<file path="config.mk">
export PLATFORM = sky130hd
export DESIGN_NAME = memory_access
export DESIGN_NICKNAME = d
export VERILOG_FILES = /design/src/rtl/memory_access.sv
export SDC_FILE = /design/constraint.sdc
export NUM_CORES = 2
export LEC_CHECK = 0
export CORE_ASPECT_RATIO = 0.75
export CORE_UTILIZATION = 55
export DETAILED_ROUTE_END_ITERATION = 6
export GPL_TIMING_DRIVEN = 0
export HOLD_SLACK_MARGIN = 0.06
export PLACE_DENSITY = 0.72
export SETUP_SLACK_MARGIN = 0.2
export SLEW_MARGIN = 25
export SYNTH_ARGS = -nofsm -noshare
export SYNTH_HDL_FRONTEND = slang
export SYNTH_SLANG_ARGS = --single-unit
export TNS_END_PERCENT = 30
</file>
<file path="constraint.sdc">
create_clock -name clk -period 10.18 [get_ports clk]
set_input_delay 2.545 -clock clk [delete_from_list [all_inputs] [get_ports clk]]
set_output_delay 2.545 -clock clk [all_outputs]
set_load 0.02 [all_outputs]
</file>
<file path="src/rtl/memory_access.sv">
// rtl/memory_access.sv - MIPS MEM stage: branch resolve, byte/half/word data memory, MEM/WB register
module memory_access #(
  parameter int DEPTH = 64,
  parameter int AW    = 6
) (
  input  logic            clk,
  input  logic            rst,
  input  logic [1:0]      inWB,
  input  logic [2:0]      inMEM,
  input  logic [2:0]      inMemSize,
  input  logic [31:0]     inALUResult,
  input  logic            inALUZero,
  input  logic [31:0]     inRegB,
  input  logic [31:0]     inPCJump,
  input  logic [4:0]      inRegF_wreg,
  input  logic [AW-1:0]   dbg_addr,
  output logic [1:0]      outWB,
  output logic [31:0]     outReadData,
  output logic [31:0]     outALUResult,
  output logic [4:0]      outRegF_wreg,
  output logic            outPCSrc,
  output logic [31:0]     outPCJump,
  output logic [31:0]     MEM_AluResult,
  output logic [4:0]      MEM_rd,
  output logic            MEM_regF_wr,
  output logic            outMisaligned,
  output logic [31:0]     dbg_data
);

  logic          branch, mem_read, mem_write;
  logic          is_unsigned;
  logic [1:0]    size;
  logic [AW-1:0] idx;
  logic [1:0]    lane;
  logic          misaligned;
  logic          do_store;
  logic          do_load;
  logic [31:0]   word_rd;
  logic [3:0]    wmask;
  logic [31:0]   wdata;
  logic [31:0]   store_word;
  logic [31:0]   shifted;
  logic [31:0]   load_data;
  logic [31:0]   mem_w [DEPTH];

  logic [1:0]    wb_q, wb_d;
  logic [31:0]   rdata_q, rdata_d;
  logic [31:0]   alu_q, alu_d;
  logic [4:0]    wreg_q, wreg_d;
  logic          mis_q, mis_d;

  // Address bits above the memory window are deliberately dropped so accesses wrap.
  logic          unused_addr_hi;
  assign unused_addr_hi = ^inALUResult[31:AW+2];

  assign {branch, mem_read, mem_write} = inMEM;
  assign is_unsigned = inMemSize[2];
  assign size        = inMemSize[1:0];
  assign idx         = inALUResult[AW+1:2];
  assign lane        = inALUResult[1:0];
  assign word_rd     = mem_w[idx];

  always_comb begin
    misaligned = 1'b0;
    case (size)
      2'b00:   misaligned = 1'b0;
      2'b01:   misaligned = lane[0];
      default: misaligned = (lane != 2'b00);
    endcase
  end

  assign do_store = mem_write & ~misaligned;
  assign do_load  = mem_read & ~mem_write & ~misaligned;

  // Replicate the store data across lanes, then let the mask pick which lanes land.
  always_comb begin
    wmask = 4'b0000;
    wdata = inRegB;
    case (size)
      2'b00: begin
        wmask = 4'b0001 << lane;
        wdata = {4{inRegB[7:0]}};
      end
      2'b01: begin
        wmask = lane[1] ? 4'b1100 : 4'b0011;
        wdata = {2{inRegB[15:0]}};
      end
      default: begin
        wmask = 4'b1111;
        wdata = inRegB;
      end
    endcase
  end

  always_comb begin
    store_word = word_rd;
    for (int b = 0; b < 4; b++) begin
      if (wmask[b]) store_word[b*8 +: 8] = wdata[b*8 +: 8];
    end
  end

  assign shifted = word_rd >> {lane, 3'b000};

  always_comb begin
    load_data = 32'h0;
    if (do_load) begin
      case (size)
        2'b00: load_data = {{24{~is_unsigned & shifted[7]}}, shifted[7:0]};
        2'b01: load_data = {{16{~is_unsigned & shifted[15]}}, shifted[15:0]};
        default: load_data = word_rd;
      endcase
    end
  end

  for (genvar g = 0; g < DEPTH; g++) begin : g_word
    logic [31:0] word_q;
    always_ff @(negedge clk or negedge rst) begin
      if (!rst) begin
        word_q <= 32'h0;
      end else if (do_store && (idx == AW'(g))) begin
        word_q <= store_word;
      end
    end
    assign mem_w[g] = word_q;
  end

  always_comb begin
    wb_d    = inWB;
    rdata_d = load_data;
    alu_d   = inALUResult;
    wreg_d  = inRegF_wreg;
    mis_d   = mis_q | ((mem_read | mem_write) & misaligned);
  end

  always_ff @(negedge clk or negedge rst) begin
    if (!rst) begin
      wb_q    <= 2'b00;
      rdata_q <= 32'h0;
      alu_q   <= 32'h0;
      wreg_q  <= 5'd0;
      mis_q   <= 1'b0;
    end else begin
      wb_q    <= wb_d;
      rdata_q <= rdata_d;
      alu_q   <= alu_d;
      wreg_q  <= wreg_d;
      mis_q   <= mis_d;
    end
  end

  assign outWB         = wb_q;
  assign outReadData   = rdata_q;
  assign outALUResult  = alu_q;
  assign outRegF_wreg  = wreg_q;
  assign outMisaligned = mis_q;

  assign outPCSrc      = branch & inALUZero & rst;
  assign outPCJump     = inPCJump;
  assign MEM_AluResult = inALUResult;
  assign MEM_rd        = inRegF_wreg;
  assign MEM_regF_wr   = inWB[1];
  assign dbg_data      = mem_w[dbg_addr];

endmodule

</file>
After elaboration in Yosys (flattened, before gate mapping)

Cells that the tools add are included.

Bits in registers: 2120
Latch bits: 0
Memory bits (writable): 0
Bits in read-only memories: 0
Input bits: 118
Output and inout port bits: 175
Word-level logic and storage cells: 235
Memories kept: 0

Add/subtract/negate cells: 0
Multiply operators: 0
Divide/modulo/power cells: 0
Order comparisons: 2
Eq/ne operators: 64
Shifts and indexed selects: 2
Muxes and demuxes: 16
Bitwise operators: 15
Reduce and logical (&&, ||, !) cells: 67

Operator list:

| kind                                             | number |
|---|---|
| binary-select mux 32 bit (select 6 bit)          | 2 |
| == test 6 bit (second input constant)            | 32 |
| 2-to-1 mux 32 bit                                | 5 |
| one-hot mux 32 bit (2 select lines)              | 2 |
| == test 6 x 5 -> 1 bit (second input constant)   | 16 |
| logical AND 1 bit                                | 64 |
| == test 6 x 4 -> 1 bit (second input constant)   | 8 |
| 2-to-1 mux 8 bit                                 | 4 |
| >> shifter 32 x 5 -> 16 bit                      | 1 |
| == test 6 x 3 -> 1 bit (second input constant)   | 4 |
| >= comparator 7 bit (second input constant)      | 2 |
| NOT 6 -> 7 bit                                   | 2 |
| == test 6 x 2 -> 1 bit (second input constant)   | 2 |
| bitwise AND 1 bit                                | 8 |
| one-hot mux 4 bit (2 select lines)               | 1 |
| == test 6 x 1 -> 1 bit (second input constant)   | 1 |
| zero test 6 bit                                  | 1 |
| 2-to-1 mux 4 bit                                 | 1 |
| left shift 1 x 2 -> 4 bit (first input constant) | 1 |
| NOT 1 bit                                        | 3 |
| == test 2 x 1 -> 1 bit (second input constant)   | 1 |
| zero test 2 bit                                  | 1 |
| OR 1 bit                                         | 2 |
| one-hot mux 1 bit (2 select lines)               | 1 |
| nonzero test 2 bit                               | 1 |

Depth between registers and ports, before layout

Depth after elaboration: 8
Depth in mapped cells: 13
Mapped depth without buffers: 7

==> results.py <==
metrics = {
    "status": {
        "status": "complete, but fails checks",
        "violations": "design-rule violations, negative setup slack",
    },
    "floorplan": {
        "start_util_pct": 55.55,
        "ioPinCount": 293,
        "die_w_um": 514.2,
        "num_rows": 140,
        "coreArea_um2": 194800,
        "die_h_um": 386.1,
        "fp.dieArea_um2": 198500,
    },
    "setup_path": {
        "cp-startpoint": "g_word[43].word_q[1]",
        "r2r_end": "outReadData[15]",
        "worst-setup-path-type": "flip-flop to output pin",
        "r2r_slack_ns": 6.96,
        "crit_arrival_ns": 8.29,
        "start_kind": "flip-flop",
        "critPathMaxFanout": 3,
        "end_kind": "output pin",
        "worstRegToRegCells": 10,
        "reg2reg_from": "g_word[43].word_q[7]",
        "cp-endpoint": "dbg_data[1]",
        "required_ns": 7.64,
    },
    "synth": {
        "yosysSeqAreaShare_pct": 49.03,
        "ys_warn_count": 0,
        "synth_edf_count": 0,
        "synth_nets": 9181,
        "synth_seq_cells": 2120,
        "yosysTopAreaCell": "dfrtn_1",
        "ys_types": 49,
        "synthArstFlopShare_pct": 100.0,
        "netlist_top_cells_area": "dfrtn_1, mux4_2, nand2_1, o21ai_0, o21ai_1",
        "yosysTopAreaCellShare_pct": 49.03,
        "synth.most_common_cell": "nand2_1",
        "synth_area_per_cell_um2": 11.94,
        "synth_common_cells": "nand2_1, dfrtn_1, o21ai_0",
        "synth_ff_type": "dfrtn_1",
        "syn_inst": 9063,
        "synth_area_um2": 108200,
    },
    "routing": {
        "wl_per_cell_um": 41.26,
        "initialDrtViolationCount": 18110,
        "routed_wl_um": 527100,
        "firstDrtPassIters": 7,
        "viasPerCell": 7.503,
        "ant_nets": 0,
        "routed-via-count": 95840,
        "route.detailed.drc": 32,
    },
    "sta": {
        "drv_slew": 0,
        "max_slew_margin_pct": 8.706,
        "rsz0062_at_grt": "yes",
        "finalSetupViolCount": 1234,
        "setup_slack_ns": -0.6522,
        "hold_violations": 0,
        "tightest_slew_ns": 1.369,
        "skew_ns": 0.03969,
    },
    "pwr": {
        "p_seq_share_pct": 43.8,
        "powerDensity_nw_per_um2": 165.5,
        "power.leakage_nw": 56.00,
        "irDropWorstVdd_mv": 0.1823,
        "netSwitchingFraction_pct": 29.74,
        "pwr-share-clk_pct": 38.1,
        "switchingPower_mw": 6.489,
        "combPwrFrac_pct": 18.1,
        "p_int_mw": 15.33,
    },
    "grt": {
        "gr-total-overflow": 0,
        "antenna_found_initial": 31,
        "grt_max_degree": 143,
        "grt_util_all_layers_pct": 52.74,
        "grt_pass1_wl_um": 706100,
        "grt_pass1_vias": 89740,
    },
    "place": {
        "placed_cell_area_um2": 115600,
        "io_buffer_count": 253,
        "hpwl_um": 389700,
        "place_congestion": 1.159,
        "pre_cts_ws_ns": -3.330,
    },
    "layout": {
        "areaGrowthSynthToFinish_pct": 21.87,
        "drive_above_1_share_pct": 31.62,
        "design_area_um2": 131900,
        "fillers": 14020,
        "multi_input_area_um2": 52890,
        "regArea_um2": 53050,
        "final_nets": 10050,
    },
    "clocking": {
        "cts_sinks": 2120,
        "clock-root-buffer": "clkbuf_16",
        "clk_latency_ns": 0.88,
        "cts_htree_levels": 4,
        "cts_tree": "yes",
        "clkTransAtPathRegs_ns": 0.05,
        "cts_buffers": 219,
        "cts.path.max_buffers": 4,
    },
    "run": {
        "maxCapViolations": 0,
    },
    "worst_hold_path": {
        "hold_class": "flip-flop to flip-flop",
    },
}
## per-stage QoR
step / hold WS, ns / setup TNS (ns) / power [mW] / std cells / utilization (%)
4_1_cts: 0.4308 / -16.56 / 21.19 / 12530 / 65.47
5_1_grt: 0.4535 / -67.91 / 22.10 / 12730 / 67.64
3_3_place_gp: 0.4226 / - / 12.78 / 11940 / 58.64
6_report: 0.4278 / -94.85 / 21.82 / 12770 / 67.69
2_1_floorplan: 0.4214 / 0 / 11.33 / 9063 / -
3_5_place_dp: 0.4309 / -5407.16 / 12.87 / 11990 / 59.35
## metal layers
metal	vias up	GRT usage [%]	routed length, µm
met5	-	6.200	2509
met2	10100	63.73	193700
li1	35030	-	-
met1	48110	64.62	171000
met4	55	40.97	53790
met3	2544	34.83	106100
## placed cells by master, fill, tap and decap left out, drive strengths merged, types with 7 or more instances in the layout
| cell | synthesis | routed |
|---|---|---|
| a221oi | 16 | 16 |
| mux2 | 15 | 16 |
| a31oi | 8 | 8 |
| nand2b | 9 | 9 |
| nor2 | 44 | 44 |
| buf | 326 | 755 |
| clkbuf | 673 | 988 |
| nand2 | 2177 | 2177 |
| dfrtn | 2120 | 2120 |
| a211o | 7 | 7 |
| clkinv | 0 | 44 |
| bufinv | 0 | 12 |
| a22oi | 102 | 102 |
| mux2i | 29 | 29 |
| a21oi | 108 | 108 |
| inv | 4 | 10 |
| o21ai | 2091 | 2092 |
| clkdlybuf4s50 | 0 | 211 |
| diode | 0 | 58 |
| mux4 | 1283 | 1283 |
| nand3 | 12 | 12 |
## power by group through the flow
| stage | Sequential [mW] | Combinational, mW | Clock, mW |
|---|---|---|---|
| 2_1_floorplan | 9.52 | 1.81 | 0 |
| 3_3_place_gp | 9.70 | 3.08 | 0 |
| 3_5_place_dp | 9.66 | 3.21 | 0 |
| 4_1_cts | 9.52 | 3.48 | 8.19 |
| 5_1_grt | 9.61 | 3.98 | 8.51 |
| 6_report | 9.56 | 3.94 | 8.32 |
## kinds of logic after synthesis
| logic type | after synthesis | synth area share, % |
|---|---|---|
| multiplexers | 1327 | 27.13 |
| AND/OR/NAND/NOR | 2271 | 7.989 |
| AO/OA/AOI/OAI | 2342 | 11.59 |
| buffers and inverters | 1003 | 4.261 |
| flip-flops | 2120 | 49.03 |
## registers in the layout, indices dropped and copies added, names as in the netlist
signal and cells:
g_word.word_q 2048, outRegF_wreg 5, outReadData 32, outWB 2
outALUResult 32, outMisaligned 1
## layout make-up
cell class,instances,area share [%]
Buffer,999,5.526
Inverter,4,0.01139
Multi-Input combinational cell,5942,40.11
Timing Repair Buffer,641,6.166
Tap cell,2627,2.493
Clock buffer,317,4.825
Clock inverter,66,0.5228
Antenna cell,58,0.1101
Sequential cell,2120,40.23
## critical path, cell delays in order (launching register included)
cell and delay [ns]:
dfrtn_1 0.36, mux4_2 0.57, mux4_2 0.60, mux4_2 0.64
buf_6 0.18
## how the worst min path moves through the flow
stage,start,to,slack (ns),depth (start not counted)
5_1_grt,outMisaligned,outMisaligned,0.45,1
3_5_place_dp,outMisaligned,outMisaligned,0.43,1
3_3_place_gp,outMisaligned,outMisaligned,0.42,1
4_1_cts,outMisaligned,outMisaligned,0.43,1
6_report,outMisaligned,outMisaligned,0.43,1
2_1_floorplan,g_word[10].word_q[0],g_word[10].word_q[0],0.42,2
## what timing repair did
| item | 4_1_cts | 5_1_grt |
|---|---|---|
| setup endpoints to repair | 2112 | 2229 |
| pin swaps | 100 | 127 |
| hold buffers | 0 | 0 |
| cloned | 20 | 25 |
| setup buffers | 133 | 165 |
| resized for setup | 1002 | 776 |
| hold endpoints to repair | 0 | 0 |
No activity file was read; power rests on OpenSTA's default activity.
